$ cat src/rtl/bcd_timer.sv
// bcd_timer: BCD stopwatch/timer with run/pause/clear control
// and a multiplexed seven-segment scan driver on one clock.
module bcd_timer #(
  parameter int DIGITS      = 4,
  parameter int LOAD_DIGITS = 2,
  parameter int TICK_DIV    = 1_000_000,
  parameter int REFRESH_DIV = 100_000,
  parameter int DP_POS      = 2
) (
  input  logic                     c_clk,
  input  logic                     R_n,
  input  logic                     R,
  input  logic                     P,
  input  logic [1:0]               mode,
  input  logic [4*LOAD_DIGITS-1:0] load,
  output logic [4*DIGITS-1:0]      count,
  output logic [1:0]               state,
  output logic                     done,
  output logic [DIGITS-1:0]        an,
  output logic [6:0]               sseg,
  output logic                     dp
);

  localparam int CW = 4 * DIGITS;
  localparam int TW = $clog2(TICK_DIV);
  localparam int RW = $clog2(REFRESH_DIV);
  localparam int IW = $clog2(DIGITS);

  typedef enum logic [1:0] {
    S_CLEAR = 2'b00,
    S_RUN   = 2'b01,
    S_PAUSE = 2'b10,
    S_DONE  = 2'b11
  } st_t;

  st_t           st_q;
  logic          dir_q;
  logic [CW-1:0] cnt_q;
  logic [TW-1:0] presc_q;
  logic [RW-1:0] ref_q;
  logic [IW-1:0] idx_q;

  logic [CW-1:0] pre;
  logic [CW-1:0] nxt;
  logic          pre_term;
  logic          nxt_term;
  logic          tick;
  logic [3:0]    digit;

  function automatic logic [CW-1:0] all9();
    logic [CW-1:0] v;
    for (int i = 0; i < DIGITS; i++) v[4*i +: 4] = 4'd9;
    return v;
  endfunction

  function automatic logic [CW-1:0] preset(
    input logic [1:0]               m,
    input logic [4*LOAD_DIGITS-1:0] ld
  );
    logic [CW-1:0] v;
    logic [3:0]    d;
    v = (m == 2'b10) ? all9() : '0;
    if (m[0]) begin
      for (int j = 0; j < LOAD_DIGITS; j++) begin
        d = ld[4*j +: 4];
        if (d > 4'd9) d = 4'd9;
        v[4*(DIGITS-LOAD_DIGITS+j) +: 4] = d;
      end
    end
    return v;
  endfunction

  // Ripple BCD: up wraps 9->0 with carry, down wraps 0->9 with borrow
  function automatic logic [CW-1:0] step(
    input logic [CW-1:0] v,
    input logic          dn
  );
    logic [CW-1:0] r;
    logic [3:0]    d;
    logic          c;
    r = v;
    c = 1'b1;
    for (int i = 0; i < DIGITS; i++) begin
      d = v[4*i +: 4];
      if (c) begin
        if (dn) begin
          if (d == 4'd0) d = 4'd9;
          else begin
            d = d - 4'd1;
            c = 1'b0;
          end
        end else begin
          if (d >= 4'd9) d = 4'd0;
          else begin
            d = d + 4'd1;
            c = 1'b0;
          end
        end
      end
      r[4*i +: 4] = d;
    end
    return r;
  endfunction

  function automatic logic is_term(
    input logic [CW-1:0] v,
    input logic          dn
  );
    return dn ? (v == '0) : (v == all9());
  endfunction

  assign pre      = preset(mode, load);
  assign pre_term = is_term(pre, mode[1]);
  assign nxt      = step(cnt_q, dir_q);
  assign nxt_term = is_term(nxt, dir_q);
  assign tick     = (st_q == S_RUN) &&
                    (presc_q == TW'(TICK_DIV - 1));

  // Control FSM, prescaler and count register
  always_ff @(posedge c_clk or negedge R_n) begin
    if (!R_n) begin
      st_q    <= S_CLEAR;
      dir_q   <= 1'b0;
      cnt_q   <= '0;
      presc_q <= '0;
    end else begin
      unique case (st_q)
        S_CLEAR: begin
          cnt_q   <= pre;
          presc_q <= '0;
          if (P && !R) begin
            dir_q <= mode[1];
            st_q  <= pre_term ? S_DONE : S_RUN;
          end
        end
        S_RUN: begin
          if (R) begin
            st_q    <= S_CLEAR;
            cnt_q   <= pre;
            presc_q <= '0;
          end else begin
            presc_q <= tick ? '0 : presc_q + 1'b1;
            if (tick) cnt_q <= nxt;
            if (P) st_q <= S_PAUSE;
            else if (tick && nxt_term) st_q <= S_DONE;
          end
        end
        S_PAUSE: begin
          if (R) begin
            st_q    <= S_CLEAR;
            cnt_q   <= pre;
            presc_q <= '0;
          end else if (P) begin
            st_q <= S_RUN;
          end
        end
        S_DONE: begin
          presc_q <= '0;
          if (R) begin
            st_q  <= S_CLEAR;
            cnt_q <= pre;
          end
        end
        default: st_q <= S_CLEAR;
      endcase
    end
  end

  // Free-running scan: advance digit index every REFRESH_DIV cycles
  always_ff @(posedge c_clk or negedge R_n) begin
    if (!R_n) begin
      ref_q <= '0;
      idx_q <= '0;
    end else if (ref_q == RW'(REFRESH_DIV - 1)) begin
      ref_q <= '0;
      idx_q <= (idx_q == IW'(DIGITS - 1)) ? '0 : idx_q + 1'b1;
    end else begin
      ref_q <= ref_q + 1'b1;
    end
  end

  // Select the scanned digit and decode it to active-low segments
  always_comb begin
    digit = 4'd0;
    for (int i = 0; i < DIGITS; i++) begin
      if (idx_q == IW'(i)) digit = cnt_q[4*i +: 4];
    end
    case (digit)
      4'h0:    sseg = 7'b1000000;
      4'h1:    sseg = 7'b1111001;
      4'h2:    sseg = 7'b0100100;
      4'h3:    sseg = 7'b0110000;
      4'h4:    sseg = 7'b0011001;
      4'h5:    sseg = 7'b0010010;
      4'h6:    sseg = 7'b0000010;
      4'h7:    sseg = 7'b1111000;
      4'h8:    sseg = 7'b0000000;
      4'h9:    sseg = 7'b0010000;
      4'hA:    sseg = 7'b0001000;
      4'hB:    sseg = 7'b0000011;
      4'hC:    sseg = 7'b1000110;
      4'hD:    sseg = 7'b0100001;
      4'hE:    sseg = 7'b0000110;
      default: sseg = 7'b0001110;
    endcase
  end

  assign an    = DIGITS'(1) << idx_q;
  assign dp    = (int'(idx_q) != DP_POS);
  assign count = cnt_q;
  assign state = st_q;
  assign done  = (st_q == S_DONE);

endmodule
$ cat config.mk
export PLATFORM = sky130hd
export DESIGN_NAME = bcd_timer
export DESIGN_NICKNAME = d
export VERILOG_FILES = /design/src/rtl/bcd_timer.sv
export SDC_FILE = /design/constraint.sdc
export NUM_CORES = 1
export LEC_CHECK = 0
export BUFFER_PORTS_ARGS = -buffer_cell sky130_fd_sc_hd__buf_2
export CAP_MARGIN = 20
export CELL_PAD_IN_SITES_DETAIL_PLACEMENT = 0
export CELL_PAD_IN_SITES_GLOBAL_PLACEMENT = 2
export CORE_ASPECT_RATIO = 0.7
export CORE_MARGIN = 2
export CORE_UTILIZATION = 36
export CTS_BUF_LIST = sky130_fd_sc_hd__clkbuf_16
export CTS_CLUSTER_DIAMETER = 80
export DETAILED_ROUTE_END_ITERATION = 6
export PLACE_DENSITY_LB_ADDON = 0.08
export SLEW_MARGIN = 20
export SYNTH_ARGS = -nofsm -noshare
export SYNTH_HDL_FRONTEND = slang
export SYNTH_SLANG_ARGS = --single-unit
$ cat constraint.sdc
create_clock -name c_clk -period 3.3 [get_ports c_clk]
set_input_delay 0.66 -clock c_clk [delete_from_list [all_inputs] [get_ports c_clk]]
set_output_delay 0.66 -clock c_clk [all_outputs]
set_load 0.01 [all_outputs]
# --- After elaboration in Yosys (flattened, before gate mapping) ---
# Memories as Yosys holds them, arrays and structs flattened.
# Cells that the tools add are included.
word_totals:
  regBits: 58
  mem_bits_ro: 112
  input_bits: 14
  word_cells: 116
  mem_count: 1
classes:
  add_sub_neg: 11
  n_lt_le_gt_ge: 6
  eq_ne: 19
  shifts: 1
  muxes: 55
  reduce_logical: 17
mem_list:
  columns: ["memory", "depth", "word_bits", "rd", "rd_clocked_by_memory_dff", "write_ports", "line_no", "text"]
  rows:
  - ["(name not given)", 16, 7, 1, 0, 0, "188", "case (digit)"]
op_table:
  columns: ["operator", "count"]
  rows:
  - ["two-way mux 4 bit", 21]
  - ["two-way mux 16 bit", 4]
  - ["two-way mux 20 bit", 3]
  - ["case mux 20 bit (3 select lines)", 1]
  - ["case mux 16 bit (3 select lines)", 1]
  - ["equality test 16 bit, second input constant", 2]
  - ["logical NOT 16 bit", 2]
  - ["adder 20 x 1 -> 20 bit, second input constant", 1]
  - ["equality test 20 bit, second input constant", 1]
  - ["two-way mux 2 bit", 9]
  - ["adder 17 x 1 -> 17 bit, second input constant", 1]
  - ["equality test 17 bit, second input constant", 1]
  - ["two-way mux 17 bit", 1]
  - ["adder 4 x 1 -> 4 bit, second input constant", 4]
  - [">= comparator 4 bit, second input constant", 4]
  - ["logical NOT 4 bit", 4]
  - ["subtractor 4 x 1 -> 4 bit, second input constant", 4]
  - ["two-way mux 1 bit", 13]
  - ["equality test 2 bit, second input constant", 5]
  - ["> comparator 4 bit, second input constant", 2]
  - ["two-way mux 8 bit", 1]
  - ["!= test 2 bit, second input constant", 4]
  - ["case mux 2 bit (4 select lines)", 1]
  - ["!= test 3 bit, second input constant", 2]
  - ["other kinds (11)", 17]

# --- Longest topological paths before layout ---
# Gate-level depths: netlist (run 1).
depth:
  word_depth: 13
  depth_mapped: 11
  ltp_nobuf: 11

# --- Worst setup path after synthesis (run 1) ---
# No wires, ideal clock.
synth_timing:
  kind: "register to output"
  start: "register idx_q[0]"
  end: "output port sseg[5]"
  arrival_ps: 2313
  required_ps: 2640
  path_slack_ps: 327
  stages_incl_launch_ff: 12
  path_cell_list: "dfrtp_1 > inv_1 > ha_1 > nor2b_1 > a221oi_1 > a211oi_1 > a21oi_1 > inv_1 > ha_1 > nor2b_1 > a21o_1 > a22o_1"
synth_via:
  elab_chain_cells: 6
synth_lines:
  columns: ["element", "line_no", "text"]
  rows:
  - ["start, declared", "41", "logic [IW-1:0] idx_q;"]
  - ["start signal, assigned", "176", "idx_q <= (idx_q == IW'(DIGITS - 1)) ? '0 : idx_q + 1'b1;"]
  - ["logical NOT 2 bit", "186", "if (idx_q == IW'(i)) digit = cnt_q[4*i +: 4];"]
  - ["two-way mux 4 bit (3 in series)", "186", null]
  - ["two-way mux 4 bit (*)", "186", null]
  - ["memory read (16 x 7 bit) (*)", null, null]
  - ["end, declared", "20", "output logic [6:0] sseg,"]
# Every way passes the cells marked *; elsewhere a longest branch is shown, timed or not.

# --- Worst setup path after layout (run 1) ---
# Same ends and word-level chain as after synthesis.

==> results of run 1 <==
## metal layers
| layer | wire (um) | up-vias |
|---|---|---|
| met5 | 0 | - |
| met4 | 94 | 0 |
| met3 | 471 | 11 |
| met2 | 4800 | 73 |
| met1 | 6970 | 1929 |
| li1 | - | 2043 |
## cell usage after synthesis, types with 12 or more instances
cell type,instances
dfrtp_1,58
nor2_1,58
nand3_1,24
xor2_1,12
nand2_1,43
clkbuf_1,19
ha_1,25
nor2b_1,16
a21oi_1,29
o21ai_0,44
o31ai_1,12
inv_1,27
## sequential cells by signal (all words and copies together) (netlist names)
register	count
count	16
dir_q	1
idx_q	2
presc_q	20
ref_q	17
state	2
## cell type report
class / instances / area share [%]
clock buffer: 9 / 4.32
sequential: 58 / 27.9
inverter: 28 / 2.02
multi-input combinational: 418 / 52.5
tap: 157 / 3.77
timing repair buffer: 76 / 8.84
clock inverter: 6 / 0.673
## worst paths after layout
| path | from | endpoint | slack [ps] | cells after the start |
|---|---|---|---|---|
| min in group c_clk | ref_q[0] | ref_q[0] | 490 | 1 |
| worst max-delay path | idx_q[0] | sseg[5] | 150 | 12 |
| worst max register to register | count[0] | state[1] | 320 | 10 |
| worst min-delay path | R_n | presc_q[18] | 220 | 1 |
| max in group asynchronous | R_n | idx_q[1] | 2390 | 2 |
| worst min register to register | ref_q[0] | ref_q[0] | 490 | 1 |
## logic make-up after synthesis
logic type | count (synthesis) | synth area share, %
buffers and inverters | 53 | 5.01
XOR/XNOR | 23 | 4.63
adder cells (fa/ha/maj) | 25 | 7.20
AND/OR/NAND/NOR | 216 | 26.0
AO/OA/AOI/OAI | 152 | 23.3
flip-flops | 58 | 33.4
multiplexers | 2 | 0.518
## power groups by stage
stage	sequential, mW	clock (mW)	combinational (mW)
3_3_place_gp	0.798	0	0.559
6_report	0.786	0.822	0.565
4_1_cts	0.786	0.845	0.561
2_1_floorplan	0.785	0	0.359
5_1_grt	0.792	0.873	0.635
3_5_place_dp	0.798	0	0.557
## per-stage QoR
stage / hold slack, ps / std cells / power (mW)
final: 219 / 752 / 2.17
after global routing: 228 / 752 / 2.30
after CTS: 224 / 751 / 2.19
after detailed placement: 477 / 733 / 1.35
after global placement: 478 / 733 / 1.36
after floorplan: 364 / 529 / 1.14
## worst max-delay path: cells and delay by family (launching register included)
kind	cells	cell delay, ps
AND/OR/NAND/NOR	2	290
buffers and inverters	3	320
AO/OA/AOI/OAI	5	790
adder cells (fa/ha/maj)	2	380
flip-flops	1	370
## repair_timing
item	4_1_cts	5_1_grt
resized for setup	2	14
pin swaps	1	2
cloned	0	0
buffers inserted	3	1
endpoints found under the hold margin	0	0
endpoints found under the setup margin	3	7
==> out/results.ini, run 1 <==
[run_status]
status = finished clean

[power_and_ir_drop]
internal_power_mw = 1.45
power_frac_clock_pct = 37.8
sw_frac_of_total_pct = 33.1
seq_power_share_pct = 36.2
peakVddDrop_uv = 236
leakagePower_nw = 2.29
p_sw_uw = 718
comb_power_share_pct = 26.0
powerDensity_nw_per_um2 = 417

[drt]
detail_route.first_pass.iterations = 5
drt-vias-per-instance = 5.39
drt-total-wl_um = 12300
final_antenna_net_count = 0
drc_errors = 0
wire_per_inst_um = 16.4
vias = 4056
drt_iter0_drc = 259

[floorplanning]
start_util_pct = 37.1
die-area_um2 = 13000
row_count = 33
die_y_um = 95.9
ioPinCount = 45
core_um2 = 11700
die-width_um = 135

[finish]
regArea_um2 = 1450
fin_nets = 630
area_growth_pct = 19.8
multi_input_area_um2 = 2740
final_area_um2 = 5210
final_cell_mix = nor2_1, dfrtp_1, buf_2
nFillCells = 1208
drive_gt1_share_pct = 19.5
diodes = 0
final_util_pct = 44.4

[synth]
synth_warnings = 0
yosysUniqueCellTypes = 63
yosysTopAreaCell = dfrtp_1
synth_edf_count = 0
synthArstFlopShare_pct = 100
synthTopCellsByArea = dfrtp_1, ha_1, o21ai_0
synth-seq-area-share_pct = 33.4
avgSynthCellArea_um2 = 8.22
yosysTopAreaCellShare_pct = 33.4
syn-cell-area_um2 = 4350
synth.net_count = 568
ys.flop_type = dfrtp_1
postSynthCellCount = 529
ys_seq_elements = 58

[grt]
grt_max_degree = 30
globalRouteMet1Util_pct = 31.8
grt_use_met3_pct = 3.84
met2_usage_pct = 27.9
antenna_found_initial = 0
grt.overflow.total = 0
grt_pass1_wl_um = 20300
grt.total_usage_pct = 20.1
busiest_layer = met1
grt_pass1_vias = 3771

[place]
gp_congestion = 0.791
io_buffers = 44
dp_slack_ps = 226
place_area_um2 = 4860
hpwl_um = 9260

[cts]
cts_tree = done
holdBufCountCts = 0
cts_root_buffer = clkbuf_16
clk_latency_ps = 330
clockBufferDepth = 2
clock_sinks = 58
htree_levels = 3
cts_buffers = 9
clk_pin_slew_ps = 50

[setup_path]
crit_path_max_incr_delay_ps = 370
cp_data_arrival_time_ps = 2490
crit_chain = inv_1 -> ha_4 -> nor2b_4 -> a221oi_2 -> a211oi_1 -> a21oi_1 -> inv_1 -> ha_2 -> nor2b_2 -> a21o_1 -> a22o_1 -> buf_2
crit_slowest_cell = dfrtp_1
crit_type = reg -> out
cp_max_fo = 4
cp-end-kind = primary output
startpoint_type = flop
cpMostUsedCell = inv_1
cp.required_ps = 2640

[sta]
tns_ps = 0
hold_viol_final = 0
skew_ps = 6.54
period_share_pct = 95.6
worst_slack_ps = 145
setup_violations = 0
relSlewSlack_pct = 50.0
slew_violations = 0
fmax_ghz = 0.317
tightest_slew_ps = 748
fin_crit_ps = 3150

[run]
cap_violations = 0

[hold_path]
hold_path_class = in -> async

(Power assumes the default switching activity.)
==> run 2, diff against run 1 <==
--- a/config.mk
+++ b/config.mk
@@ -5,13 +5,14 @@
 export SDC_FILE = /design/constraint.sdc
 export NUM_CORES = 1
 export LEC_CHECK = 0
+export ABC_AREA = 1
 export BUFFER_PORTS_ARGS = -buffer_cell sky130_fd_sc_hd__buf_2
 export CAP_MARGIN = 20
 export CELL_PAD_IN_SITES_DETAIL_PLACEMENT = 0
 export CELL_PAD_IN_SITES_GLOBAL_PLACEMENT = 2
 export CORE_ASPECT_RATIO = 0.7
 export CORE_MARGIN = 2
-export CORE_UTILIZATION = 36
+export CORE_UTILIZATION = 34
 export CTS_BUF_LIST = sky130_fd_sc_hd__clkbuf_16
 export CTS_CLUSTER_DIAMETER = 80
 export DETAILED_ROUTE_END_ITERATION = 6
==> out/results.ini, run 2 <==
[cts]
clock_sinks = 58  ; unchanged
clockBufferDepth = 2  ; unchanged
clk_pin_slew_ps = 60  ; about the same
clk_latency_ps = 330  ; about the same
cts_buffers = 9  ; unchanged
cts_tree = done
cts_root_buffer = clkbuf_16
htree_levels = 3  ; unchanged

[setup_path]
cp.required_ps = 2640  ; about the same
crit_path_max_incr_delay_ps = 370  ; about the same
crit_type = reg -> out
crit_chain = inv_1 -> ha_1 -> inv_2 -> nand2_1 -> o22ai_2 -> nand2_1 -> a22oi_2 -> inv_2 -> ha_1 -> nand2_1 -> o21ai_0 -> buf_2
reg2reg_to = count[9]
cpMostUsedCell = nand2_1
worst-path-buf-inv = 4  ; +1
rr_worst_depth = 9  ; -1
timing.rr.start = presc_q[9]
cp_data_arrival_time_ps = 2390  ; -100 ps
cp-end-kind = primary output
crit_slowest_cell = dfrtp_1
startpoint_type = flop
cp_max_fo = 6  ; +2
cp_top_family = adder cells
r2r_slack_ps = 740  ; +420 ps

[place]
place_inst = 902  ; +23%
gp_congestion = 0.838  ; +6.0%
place_area_um2 = 5110  ; +5.2%
io_buffers = 44  ; unchanged
hpwl_um = 10200  ; +10%

[sta]
rsz0062_at_grt = no
relSlewSlack_pct = 67.5  ; +18 points
setup_violations = 0  ; unchanged
tns_ps = 0  ; unchanged
fin_crit_ps = 3050  ; -104 ps
fmax_ghz = 0.328  ; +3.4%
skew_ps = 6.49  ; -0.0466 ps
period_share_pct = 92.4  ; -3.2 points
hold_viol_final = 0  ; unchanged
slew_violations = 0  ; unchanged
tightest_slew_ps = 487  ; -261 ps

[finish]
nFillCells = 1433  ; +19%
fin_nets = 771  ; +22%
drive_gt1_share_pct = 18.5  ; -1.0 points
final_cell_mix = nand2_1, inv_1, nor2_1
area_growth_pct = 16.2
largest_register_ffs = 20  ; unchanged
final_util_pct = 41.0  ; -3.5 points
diodes = 0  ; unchanged
largest_register = presc_q
final_common_cell = nand2_1
final_cells = 922  ; +23%
final_area_um2 = 5450  ; +4.7%

[power_and_ir_drop]
powerDensity_nw_per_um2 = 722  ; +73%
p_total_mw = 3.94  ; +81%
leakagePower_nw = 2.70  ; +18%
peakVddDrop_uv = 306  ; +30%

[floorplanning]
ioPinCount = 45  ; unchanged
die-width_um = 144  ; +6.7%
core_um2 = 13300  ; +14%
row_count = 35  ; +6.1%
die_y_um = 102  ; +6.6%
die-area_um2 = 14800  ; +14%
start_util_pct = 35.2  ; -1.8 points

[drt]
final_antenna_net_count = 0  ; unchanged
drc_errors = 0  ; unchanged
wire_per_inst_um = 14.2  ; -14%
detail_route.first_pass.iterations = 5  ; unchanged
drt-total-wl_um = 13100  ; +6.0%
drt-vias-per-instance = 4.94  ; -8.4%
vias = 4554  ; +12%
drt_iter0_drc = 291  ; +12%

[synth]
synthAdderAreaFrac_pct = 6.67  ; -0.53 points
synth_top_family_by_area = simple AND/OR/NAND/NOR gates
synth.net_count = 715  ; +26%
synth_warnings = 0  ; unchanged
avgSynthCellArea_um2 = 6.94  ; -16%
synthTopCellsByArea = dfrtp_1, nand2_1, inv_1
synth-xor-area-share_pct = 1.49  ; -3.1 points
yosys.cell_count.top_type = nand2_1
postSynthCellCount = 676  ; +28%
yosysTopAreaCell = dfrtp_1
synth_edf_count = 0  ; unchanged
synthSimpleGateAreaFrac_pct = 37.5  ; +12 points
synth-seq-area-share_pct = 30.9  ; -2.4 points
synthArstFlopShare_pct = 100  ; unchanged
ys_seq_elements = 58  ; unchanged
ys.flop_type = dfrtp_1
synth_common_cells = nand2_1, inv_1, nor2_1, dfrtp_1, nand3_1
yosysTopAreaCellShare_pct = 30.9  ; -2.4 points
yosysUniqueCellTypes = 48  ; -24%
syn-cell-area_um2 = 4690  ; +7.9%
synth-compound-area-share_pct = 13.7  ; -9.6 points
muxShareOfSynthArea_pct = 0  ; -0.52 points

[grt]
grt_max_degree = 25  ; -17%
grt.total_usage_pct = 18.7  ; -1.5 points
grt_pass1_wl_um = 21800  ; +7.1%
grt.overflow.total = 0  ; unchanged
grt_pass1_vias = 4200  ; +11%
antenna_found_initial = 0  ; unchanged

[run_status]
status = finished clean

[hold_path]
hold_path_class = in -> async

[run]
cap_violations = 0  ; unchanged

run 2: changes by cell type after synthesis, sizes merged, moves of 12 or more:
cell,before,now
nand3,24,66
clkbuf,19,2
nor2,58,82
o31ai,12,0
inv,28,98
nand2,43,176
nor2b,16,0
run 2: metrics by stage:
step / setup slack [ps] / hold slack (ps)
floorplan: 512 / 364
global placement: 508 / 445
detailed placement: 378 / 457
CTS: 26.0 / 290
global route: 6.49 / 302
finish: 250 / 277
run 2: cells by family (layout without fill, tap and decap cells):
kind of cell / after synthesis / count (layout)
AND/OR/NAND/NOR: 369 / 369
adder cells (fa/ha/maj): 25 / 25
flip-flops: 58 / 58
AO/OA/AOI/OAI: 108 / 108
XOR/XNOR: 8 / 8
buffers and inverters: 108 / 169
run 2: worst max-delay path by stage:
stage                        start      end  cells after the start
after floorplan           idx_q[0]  sseg[1]                     10
after global placement    idx_q[0]  sseg[1]                     11
after detailed placement  idx_q[1]  sseg[1]                     12
after CTS                 idx_q[1]  sseg[1]                     12
after global routing      idx_q[1]  sseg[1]                     12
final                     idx_q[1]  sseg[1]                     12
run 2: worst register-to-register path, cell delays in order (launching register included):
cell and delay [ps]:
dfrtp_1 400, inv_1 70, nor4_1 410, nand3_1 200
nor2_4 240, nor2_4 90, nor2_2 380, inv_1 220
a31oi_1 310, a22oi_1 110
run 2: what timing repair did:
action | CTS | global route
buffers inserted | 0 | 4
resized for setup | 0 | 9
endpoints found under the setup margin | 0 | 7
hold buffers | 0 | 0
run 2: routing by layer:
metal,wire [um],GRT usage (%),vias up
met3,669,3.47,4
met5,0,0,-
met4,42,2.76,0
li1,-,-,2352
met1,7250,29.9,2096
met2,5120,26.1,102
run 2: report_power, final:
part | total (mW) | leakage, nW | switching, mW | internal [mW]
Sequential | 0.989 | 0.770 | 0.193 | 0.796
Clock | 0.907 | 0.140 | 0.333 | 0.574
Combinational | 2.04 | 1.79 | 1.35 | 0.686
Total | 3.94 | 2.70 | 1.88 | 2.06
run 2: final cells by class:
| cell class | count | area [um2] | area share (%) |
|---|---|---|---|
| flip-flops and latches | 58 | 1450 | 26.6 |
| clock buffers | 9 | 225 | 4.13 |
| inverters | 98 | 373 | 6.84 |
| multi-input cells | 510 | 2810 | 51.5 |
| clock inverters | 7 | 60.1 | 1.10 |
| repair buffers | 55 | 303 | 5.55 |
| well taps | 185 | 231 | 4.25 |
==> run 3, diff against run 2 <==
--- a/config.mk
+++ b/config.mk
@@ -12,7 +12,7 @@
 export CELL_PAD_IN_SITES_GLOBAL_PLACEMENT = 2
 export CORE_ASPECT_RATIO = 0.7
 export CORE_MARGIN = 2
-export CORE_UTILIZATION = 34
+export CORE_UTILIZATION = 31
 export CTS_BUF_LIST = sky130_fd_sc_hd__clkbuf_16
 export CTS_CLUSTER_DIAMETER = 80
 export DETAILED_ROUTE_END_ITERATION = 6
==> constraint.sdc (replaced) <==
create_clock -name c_clk -period 2.5 [get_ports c_clk]
set_input_delay 0.5 -clock c_clk [delete_from_list [all_inputs] [get_ports c_clk]]
set_output_delay 0.5 -clock c_clk [all_outputs]
set_load 0.01 [all_outputs]
==> out/results.ini, run 3 (synthesized netlist as in run 2, its figures left out) <==
[cts]
clk_latency_ps = 330  ; about the same
cts_buffers = 9  ; unchanged
holdBufCountCts = 0  ; unchanged
htree_levels = 3  ; unchanged
cts_root_buffer = clkbuf_16
clockBufferDepth = 2  ; unchanged
clock_sinks = 58  ; unchanged
clk_pin_slew_ps = 50  ; about the same
cts_tree = done

[finish]
diodes = 0  ; unchanged
final_util_pct = 39.3  ; -1.7 points
largest_register = presc_q
fin_nets = 792  ; +2.7%
drive_gt1_share_pct = 23.4  ; +4.9 points
final_common_cell = nand2_1
regArea_um2 = 1450  ; unchanged
multi_input_area_um2 = 2940  ; +4.6%
area_growth_pct = 23.3
final_cell_mix = nand2_1, inv_1, nor2_1
nFillCells = 1563  ; +9.1%
largest_register_ffs = 20  ; unchanged

[sta]
period_share_pct = 108
fin_crit_ps = 2710
slew_violations = 0  ; unchanged
hold_viol_final = 0  ; unchanged
fmax_ghz = 0.370
relSlewSlack_pct = 65.3  ; -2.2 points
setup_violations = 7  ; +7
worst_slack_ps = -205  ; -455 ps
tightest_slew_ps = 515  ; +28.4 ps
rsz0062_at_grt = yes
skew_ps = 7.56  ; +1.07 ps

[setup_path]
cp_data_arrival_time_ps = 2210  ; -180 ps
crit_slowest_cell = dfrtp_1
crit_chain = buf_4 -> ha_2 -> buf_6 -> a21oi_2 -> a22oi_2 -> buf_4 -> ha_4 -> o21ai_2 -> inv_1 -> o21ai_1 -> o211ai_1 -> buf_2
cpMostUsedCell = buf_4
cp.required_ps = 2000  ; -640 ps
startpoint_type = flop
r2r_slack_ps = 220  ; -520 ps
crit_path_max_incr_delay_ps = 380  ; about the same
cp-end-kind = primary output
crit_type = reg -> out
cp_max_fo = 4  ; -2

[floorplanning]
die-width_um = 151  ; +4.6%
row_count = 37  ; +5.7%
die-area_um2 = 16100  ; +9.4%
ioPinCount = 45  ; unchanged
start_util_pct = 31.9  ; -3.4 points
die_y_um = 107  ; +4.5%
core_um2 = 14700  ; +11%

[drt]
detail_route.first_pass.iterations = 5  ; unchanged
final_antenna_net_count = 0  ; unchanged
vias = 4683  ; +2.8%
drt-vias-per-instance = 4.92  ; -0.41%
drc_errors = 0  ; unchanged
drt_iter0_drc = 292  ; +0.34%
drt-total-wl_um = 13900  ; +6.2%
wire_per_inst_um = 14.6  ; +2.9%

[grt]
grt.total_usage_pct = 18.5  ; -0.16 points
grt.overflow.total = 0  ; unchanged
grt_pass1_vias = 4442  ; +5.8%
antenna_found_initial = 0  ; unchanged
grt_pass1_wl_um = 23500  ; +8.0%
grt_max_degree = 59  ; +140%

[place]
io_buffers = 44  ; unchanged
hpwl_um = 10500  ; +3.3%
gp_congestion = 0.830  ; -0.99%
dp_slack_ps = -81.4  ; -459 ps

[run_status]
violations = negative setup slack
status = complete, but fails checks

[power_and_ir_drop]
p_total_mw = 5.38  ; +37%
leakagePower_nw = 2.83  ; +4.8%
powerDensity_nw_per_um2 = 931  ; +29%
peakVddDrop_uv = 394  ; +29%

[hold_path]
hold_path_class = in -> async

[run]
cap_violations = 0  ; unchanged

[run 3: stage by stage]
| step | hold slack [ps] | instances | TNS, ps | instance area [um2] |
|---|---|---|---|---|
| finish | 172 | 952 | -1120 | 5780 |
| global route | 215 | 952 | -2200 | 5780 |
| CTS | 187 | 952 | -1240 | 5750 |
| detailed placement | 456 | 932 | -281 | 5300 |
| global placement | 447 | 932 | -74.6 | 5300 |
| floorplan | 204 | 676 | 0 | 4700 |
[run 3: final timing paths]
check | depth (start not counted) | from | end
min | 2 | R_n | presc_q[7]
min reg2reg | 1 | ref_q[16] | ref_q[16]
max in group asynchronous | 2 | R_n | ref_q[1]
max | 12 | idx_q[1] | sseg[0]
max reg2reg | 15 | count[5] | state[1]
min in group c_clk | 1 | ref_q[16] | ref_q[16]
[run 3: worst max-delay path: cells and delay by family, from the launching register on]
family / cells / cell delay (ps)
AOI/OAI and AO/OA: 5 / 490
adders and majority gates: 2 / 340
buffers and inverters: 5 / 670
DFF: 1 / 380
[run 3: layout make-up]
class	instances	share of cell area (%)
Multi-Input combinational cell	510	50.8
Sequential cell	58	25.1
Timing Repair Buffer	76	8.61
Inverter	98	6.49
Tap cell	195	4.22
Clock buffer	9	3.89
Clock inverter	6	0.865
[run 3: metal layers]
layer / routed length (um) / track usage, % / vias to the layer above
li1: - / - / 2391
met1: 7670 / 29.5 / 2176
met2: 5430 / 25.5 / 107
met3: 704 / 3.91 / 9
met4: 94 / 2.74 / 0
met5: 0 / 0 / -
[run 3: what timing repair did]
item | 4_1_cts | 5_1_grt
setup endpoints to repair | 7 | 9
setup buffers | 5 | 0
pin swaps | 12 | 7
resized for setup | 40 | 7
[run 3: power breakdown]
part           internal [mW]  total [mW]  switching, mW
sequential              1.05        1.24          0.186
clock                  0.749        1.19          0.439
combinational           1.04        2.96           1.92
